--- config.mk ---
export PLATFORM = sky130hd
export DESIGN_NAME = input_port_ctrl
export DESIGN_NICKNAME = d
export VERILOG_FILES = /design/src/rtl/input_port_ctrl.sv
export SDC_FILE = /design/constraint.sdc
export NUM_CORES = 1
export LEC_CHECK = 0
export ABC_AREA = 1
export CORE_MARGIN = 10
export CORE_UTILIZATION = 54
export DETAILED_ROUTE_END_ITERATION = 8
export HOLD_SLACK_MARGIN = 0.03
export PLACE_DENSITY_LB_ADDON = 0.3
export SYNTH_ARGS = -nofsm -noshare
export SYNTH_HDL_FRONTEND = slang
export SYNTH_SLANG_ARGS = --single-unit
export TNS_END_PERCENT = 5
--- constraint.sdc ---
create_clock -name clk -period 2.7 [get_ports clk]
set_input_delay 0.54 -clock clk [delete_from_list [all_inputs] [get_ports clk]]
set_output_delay 0.54 -clock clk [all_outputs]
set_load 0.005 [all_outputs]
--- src/rtl/input_port_ctrl.sv ---
// Router input port: buffers single-flit packets, routes the head flit through an
// external XY routing table, requests the chosen output port and forwards on grant.
module input_port_ctrl #(
  parameter int DATA_W    = 32,
  parameter int DEPTH     = 4,
  parameter int PTR_W     = 2,
  parameter int NUM_PORTS = 5,
  parameter int ADDR_SZ   = 4,
  parameter int BITS_DIR  = 3
) (
  input  logic                 clk,
  input  logic                 rst_n,
  input  logic                 in_valid,
  input  logic [DATA_W-1:0]    in_data,
  output logic                 in_ready,
  output logic [ADDR_SZ-1:0]   table_addr,
  input  logic [BITS_DIR-1:0]  table_data,
  output logic [NUM_PORTS-1:0] out_req,
  input  logic                 out_gnt,
  output logic                 out_valid,
  output logic [DATA_W-1:0]    out_data,
  output logic [PTR_W:0]       occupancy,
  output logic [1:0]           dbg_state
);

  // Handshakes: upstream flit moves when in_valid && in_ready at posedge clk;
  // out_req is held until out_gnt is seen in REQ; out_valid lasts one cycle (SEND).

  typedef enum logic [1:0] {
    S_IDLE  = 2'd0,
    S_ROUTE = 2'd1,
    S_REQ   = 2'd2,
    S_SEND  = 2'd3
  } state_t;

  localparam logic [PTR_W:0]    DEPTH_C     = (PTR_W+1)'(DEPTH);
  localparam logic [BITS_DIR-1:0] NUM_PORTS_C = BITS_DIR'(NUM_PORTS);

  logic [DATA_W-1:0]   r_mem [DEPTH];
  logic [PTR_W-1:0]    r_rd_ptr;
  logic [PTR_W-1:0]    r_wr_ptr;
  logic [PTR_W:0]      r_count;
  state_t              r_state;
  state_t              w_next;
  logic [BITS_DIR-1:0] r_dir;
  logic                r_out_valid;
  logic [DATA_W-1:0]   r_out_data;

  logic                w_in_ready;
  logic                w_push;
  logic                w_pop;
  logic                w_dir_ok;
  logic [DATA_W-1:0]   w_head;
  logic [NUM_PORTS-1:0] w_req;

  assign w_in_ready = (r_count != DEPTH_C);
  assign w_push     = in_valid && w_in_ready;
  assign w_pop      = (r_state == S_SEND);
  assign w_head     = r_mem[r_rd_ptr];
  assign w_dir_ok   = (r_dir < NUM_PORTS_C);

  // Storage needs no reset: only entries counted by r_count are ever read.
  always_ff @(posedge clk) begin
    if (w_push) begin
      r_mem[r_wr_ptr] <= in_data;
    end
  end

  always_ff @(posedge clk) begin
    if (!rst_n) begin
      r_rd_ptr <= '0;
      r_wr_ptr <= '0;
      r_count  <= '0;
    end else begin
      if (w_push) r_wr_ptr <= r_wr_ptr + 1'b1;
      if (w_pop)  r_rd_ptr <= r_rd_ptr + 1'b1;
      case ({w_push, w_pop})
        2'b10:   r_count <= r_count + 1'b1;
        2'b01:   r_count <= r_count - 1'b1;
        default: r_count <= r_count;
      endcase
    end
  end

  always_comb begin
    w_next = r_state;
    case (r_state)
      S_IDLE:  if (r_count != '0) w_next = S_ROUTE;
      S_ROUTE: w_next = S_REQ;
      // An out-of-range direction never requests, so it can never be granted.
      S_REQ:   if (out_gnt && w_dir_ok) w_next = S_SEND;
      S_SEND:  w_next = S_IDLE;
      default: w_next = S_IDLE;
    endcase
  end

  always_comb begin
    w_req = '0;
    if (r_state == S_REQ && w_dir_ok) begin
      w_req[r_dir] = 1'b1;
    end
  end

  always_ff @(posedge clk) begin
    if (!rst_n) begin
      r_state     <= S_IDLE;
      r_dir       <= '0;
      r_out_valid <= 1'b0;
      r_out_data  <= '0;
    end else begin
      r_state <= w_next;
      if (r_state == S_ROUTE) r_dir <= table_data;
      r_out_valid <= (w_next == S_SEND);
      r_out_data  <= (w_next == S_SEND) ? w_head : '0;
    end
  end

  assign in_ready   = w_in_ready;
  assign table_addr = w_head[ADDR_SZ-1:0];
  assign out_req    = w_req;
  assign out_valid  = r_out_valid;
  assign out_data   = r_out_data;
  assign occupancy  = r_count;
  assign dbg_state  = r_state;

endmodule

Word level (Yosys, flattened, before mapping)
Memories as Yosys holds them, arrays and structs flattened. A register that Yosys moved wholly into a read port is not among the register bits.
Index checks and enable logic that the tools add are counted.
{"block": "word_totals", "input_bits": 39, "mem_count": 1, "out_inout_bits": 48, "reg_bits": 45, "mem_bits_rw": 128, "wordCells": 41}
{"block": "classes", "muxes": 11, "reduce_logical": 8, "n_addsub": 4, "eq_ne": 7, "magnitude_cmp": 3}
{"name": "r_mem", "depth": 4, "width": 32, "rd": 1, "rd_ports_with_merged_regs": 1, "write_ports": 1, "line_no": "39", "source": "logic [DATA_W-1:0] r_mem [DEPTH];"}
{"operator": "$eq 2x2->1 const B", "n": 4}
{"operator": "$mux 2", "n": 4}
{"operator": "$pmux 2 s4", "n": 1}
{"operator": "$pmux 3 s2", "n": 1}
{"operator": "$mux 5", "n": 1}
{"operator": "$add 2x1->2 const B", "n": 2}
{"operator": "$eq 2x1->1 const B", "n": 2}
{"operator": "$logic_and 1x1->1", "n": 4}
{"operator": "$lt 3x4->1 const B", "n": 1}
{"operator": "$add 3x1->3 const B", "n": 1}
{"operator": "$demux 1 s3", "n": 1}
{"operator": "$ge 3x1->1 const B", "n": 1}
{"operator": "$lt 3x3->1 const B", "n": 1}
{"operator": "$mux 1", "n": 3}
{"operator": "$ne 3x3->1 const B", "n": 1}
{"operator": "$reduce_bool 3->1", "n": 1}
{"operator": "$sub 3x1->3 const B", "n": 1}
{"operator": "$logic_not 2->1", "n": 1}
{"operator": "$reduce_and 2->1", "n": 1}
{"operator": "$reduce_bool 2->1", "n": 1}

Depth between registers and ports, before layout
{"block": "logic_depth", "depth_word": 6, "depth_mapped": 11, "mapped_depth_nobuf": 11}

Worst setup path before layout
No wires, ideal clock.
{"block": "synth_timing", "kind": "input to register", "from": "in in_valid", "to": "mem r_mem[0][0] (enable)", "cell_stages": 2, "path_buffers": 0, "setup_time_ns": 0.421, "slack_ns": 0.274, "required_time_ns": 2.279, "arrival_ns": 2.005, "cell_sequence": "nand2_2 nor2_1"}
{"block": "synth_via", "elab_chain_cells": 3}
{"item": "from (decl)", "line_no": "13", "source": "input logic in_valid,"}
{"item": "$logic_and 1x1->1", "line_no": "57", "source": "assign w_push = in_valid && w_in_ready;"}
{"item": "$mux 1", "line_no": "64", "source": "if (w_push) begin"}
{"item": "$mux 1 (implied by the code)", "line_no": "65", "source": "r_mem[r_wr_ptr] <= in_data;"}
{"item": "to (decl)", "line_no": "39"}
No other way between the ends.

==> flow_summary.json <==
{
  "final_nets": 661,
  "first_pass_grt_wire_length_um": 20100,
  "synth-seq-area-share_pct": 73.8,
  "fmax_mhz": 400,
  "minimum_setup_slack_among_reg_to_reg_paths_ps": 910,
  "most-common-layout-cells": "edfxtp_1, nor2_1, clkdlybuf4s50_1, inv_1, dfxtp_1",
  "post_dp_cell_area_mm2": 0.00745,
  "critPathArrivalTime_ps": 1960,
  "worstPathMaxFanout": 26,
  "cp_data_required_time_ps": 2160,
  "routed-via-count": 4017,
  "worstSkewPairLatency_ps": 420,
  "synth_top_area_cell": "edfxtp_1",
  "clkSlewWorstSetupHoldPaths_ps": 60,
  "post_synth_num_cell_types": 22,
  "ys_top_cells_by_area": "edfxtp_1, dfxtp_1, nor2_1",
  "die-width_um": 130,
  "clock_sinks": 175,
  "timing.slew.headroom_pct": 69.4,
  "grt_max_degree": 45,
  "sw_frac_of_total_pct": 25.0,
  "critical_path_class": "reg -> out",
  "syn_avg_cell_area_um2": 12.5,
  "seq_power_share_pct": 51.2,
  "route.detailed.wl_per_inst_um": 16.7,
  "combPwrFrac_pct": 13.5,
  "numCtsBuffers": 17,
  "synth_area_mm2": 0.00649,
  "finish.cell_count_without_fillers": 768,
  "critPathLaunchType": "flop",
  "vertical_die_dimension_um": 130,
  "synth_cells": 520,
  "post_route_cells_drive_above_1_share_pct": 9.12,
  "slew_violations": 0,
  "syn_to_final_growth_pct": 23.1,
  "synth.top_cell.area_share_pct": 59.2,
  "number_of_antenna_violations_at_the_first_check_in_global_routing": 0,
  "status": "completed",
  "core.rowCount": 39,
  "start_util_pct": 55.9,
  "cp_common_cell": "nand2_1",
  "cts.repair_timing.setup_buffer_count": 0,
  "yosys_register_bits": 175,
  "worst_r2r_path_depth": 11,
  "vias_per_cell": 5.23,
  "max_stage_delay_ps": 620,
  "post_cts_resized": 0,
  "detail_route.first_pass.iterations": 4,
  "cts_root_buf": "clkbuf_16",
  "worstReg2RegStart": "occupancy[1]",
  "clock_power_share_pct": 35.3,
  "internal_power_mw": 4.64,
  "worstSetupEndpointType": "primary output",
  "overflow_left_after_global_routing": 0,
  "final_antenna_net_count": 0,
  "core_area_mm2": 0.0116,
  "synth_nets": 569,
  "power_mw": 6.19,
  "worst_pin_slew_ps": 459,
  "final.setup_skew_ps": 10.6,
  "final_area_mm2": 0.00799,
  "ctsHoldBuffers": 0,
  "drt-initial-drc-count": 384,
  "ioPinCount": 87,
  "crit_path_cell_chain": "inv_6 > nand2_1 > nand3_1 > nand2_1 > inv_1 > clkdlybuf4s50_1",
  "port_buffers": 86,
  "cts_tree": "built",
  "post-dp-hpwl_um": 8020,
  "rsz_0062_raised_after_global_routing": "false",
  "globalplace.congestion": 0.764,
  "cts_htree_levels": 4,
  "hold-path-cell-count": 1,
  "post-place-cells": 736,
  "total_switching_power_mw": 1.55,
  "synth-warning-count": 0,
  "setup_tns_ps": 0,
  "grt_use_total_pct": 15.5,
  "min_period_over_period_pct": 92.5,
  "postRouteWirelength_um": 12800,
  "vdd.ir_drop.worst_v": 0.000420,
  "cellPowerDensity_mw_per_mm2": 775,
  "antenna-diode-count": 0,
  "die_area_mm2": 0.0168,
  "period_needed_ps": 2500,
  "drc": 0,
  "number_of_max_capacitance_violations_reported": 0,
  "report.final.hold_viol_count": 0,
  "crit_path_top_delay_cell": "dfxtp_2",
  "hold_ws_ps": 473,
  "most_common_cell_after_layout_fill_and_taps_aside": "edfxtp_1",
  "min_path_type": "reg -> reg",
  "r2r_end": "occupancy[2]",
  "min_from": "r_rd_ptr[1]",
  "number_of_global_route_vias_before_repair": 4028,
  "leakagePower_nw": 2.99,
  "clockBufferDepth": 2,
  "finalSetupViolations": 0
}
## cell families (layout without fill, tap and decap cells)
| logic type | after synthesis | after routing | share of synthesized area [%] |
|---|---|---|---|
| flops | 175 | 175 | 73.8 |
| compound gates | 103 | 103 | 8.49 |
| buf+inv | 81 | 186 | 6.52 |
| simple gates | 151 | 151 | 9.20 |
| fa+ha+maj | 10 | 10 | 2.04 |
## registers in the layout (all words and copies together) (netlist names), named ones only
| signal | flops |
|---|---|
| r_mem | 128 |
| r_rd_ptr | 2 |
| dbg_state | 2 |
| occupancy | 3 |
| out_valid | 1 |
| r_wr_ptr | 2 |
| r_dir | 3 |
| out_data | 32 |
## critical path, delay by kind of cell (launching register included)
kind	cells	cell delay [ps]
and+or+nand+nor	3	260
buffers and inverters	3	650
DFF	1	620
## power groups by stage
stage / sequential (mW) / clock [mW] / combinational, mW
3_5_place_dp: 3.23 / 0 / 0.840
4_1_cts: 3.17 / 2.22 / 0.848
5_1_grt: 3.19 / 2.32 / 0.932
6_report: 3.17 / 2.18 / 0.837
3_3_place_gp: 3.22 / 0 / 0.814
2_1_floorplan: 3.22 / 0 / 0.481
## synthesized netlist by cell type (all sizes together)
master  instances
fa              1
nand2          34
a21oi           9
nand3           9
nor2          104
or2             1
nor3            3
dfxtp          47
buf            25
clkbuf          2
ha              9
o21ai          66
inv            54
o22ai          28
edfxtp        128
## per-layer routing
layer | up-vias | part of all wire (%) | GRT usage (%)
met5 | - | 0 | 0
met4 | 0 | 0.73 | 7.08
met3 | 6 | 6.6 | 5.06
met2 | 127 | 51 | 26.4
met1 | 1919 | 41 | 17.6
li1 | 1965 | - | -
## worst max path at each step
stage / from / to / slack [ps] / depth (start not counted)
5_1_grt: flop / table_addr[1] / 30 / 6
6_report: flop / table_addr[1] / 200 / 6
4_1_cts: flop / table_addr[1] / 160 / 6
3_3_place_gp: in_valid / occupancy[2] / 590 / 9
3_5_place_dp: in_valid / occupancy[2] / 530 / 10
2_1_floorplan: in_valid / r_mem[0][0] / 270 / 2
## final cells by class
class                      instances  area, um^2
sequential                       175        4790
fill                             823        3620
multi-input combinational        264        1310
timing repair buffer             100         966
clock buffer                      17         425
inverter                          54         208
tap                              143         179
clock inverter                    15         115
## through the flow
step	setup WS [ps]	util [%]
2_1_floorplan	274	-
3_3_place_gp	590	64.1
3_5_place_dp	529	64.1
4_1_cts	161	68.8
5_1_grt	32.5	68.8
6_report	202	68.8
Note: power is estimated with default switching activity, not from simulation.
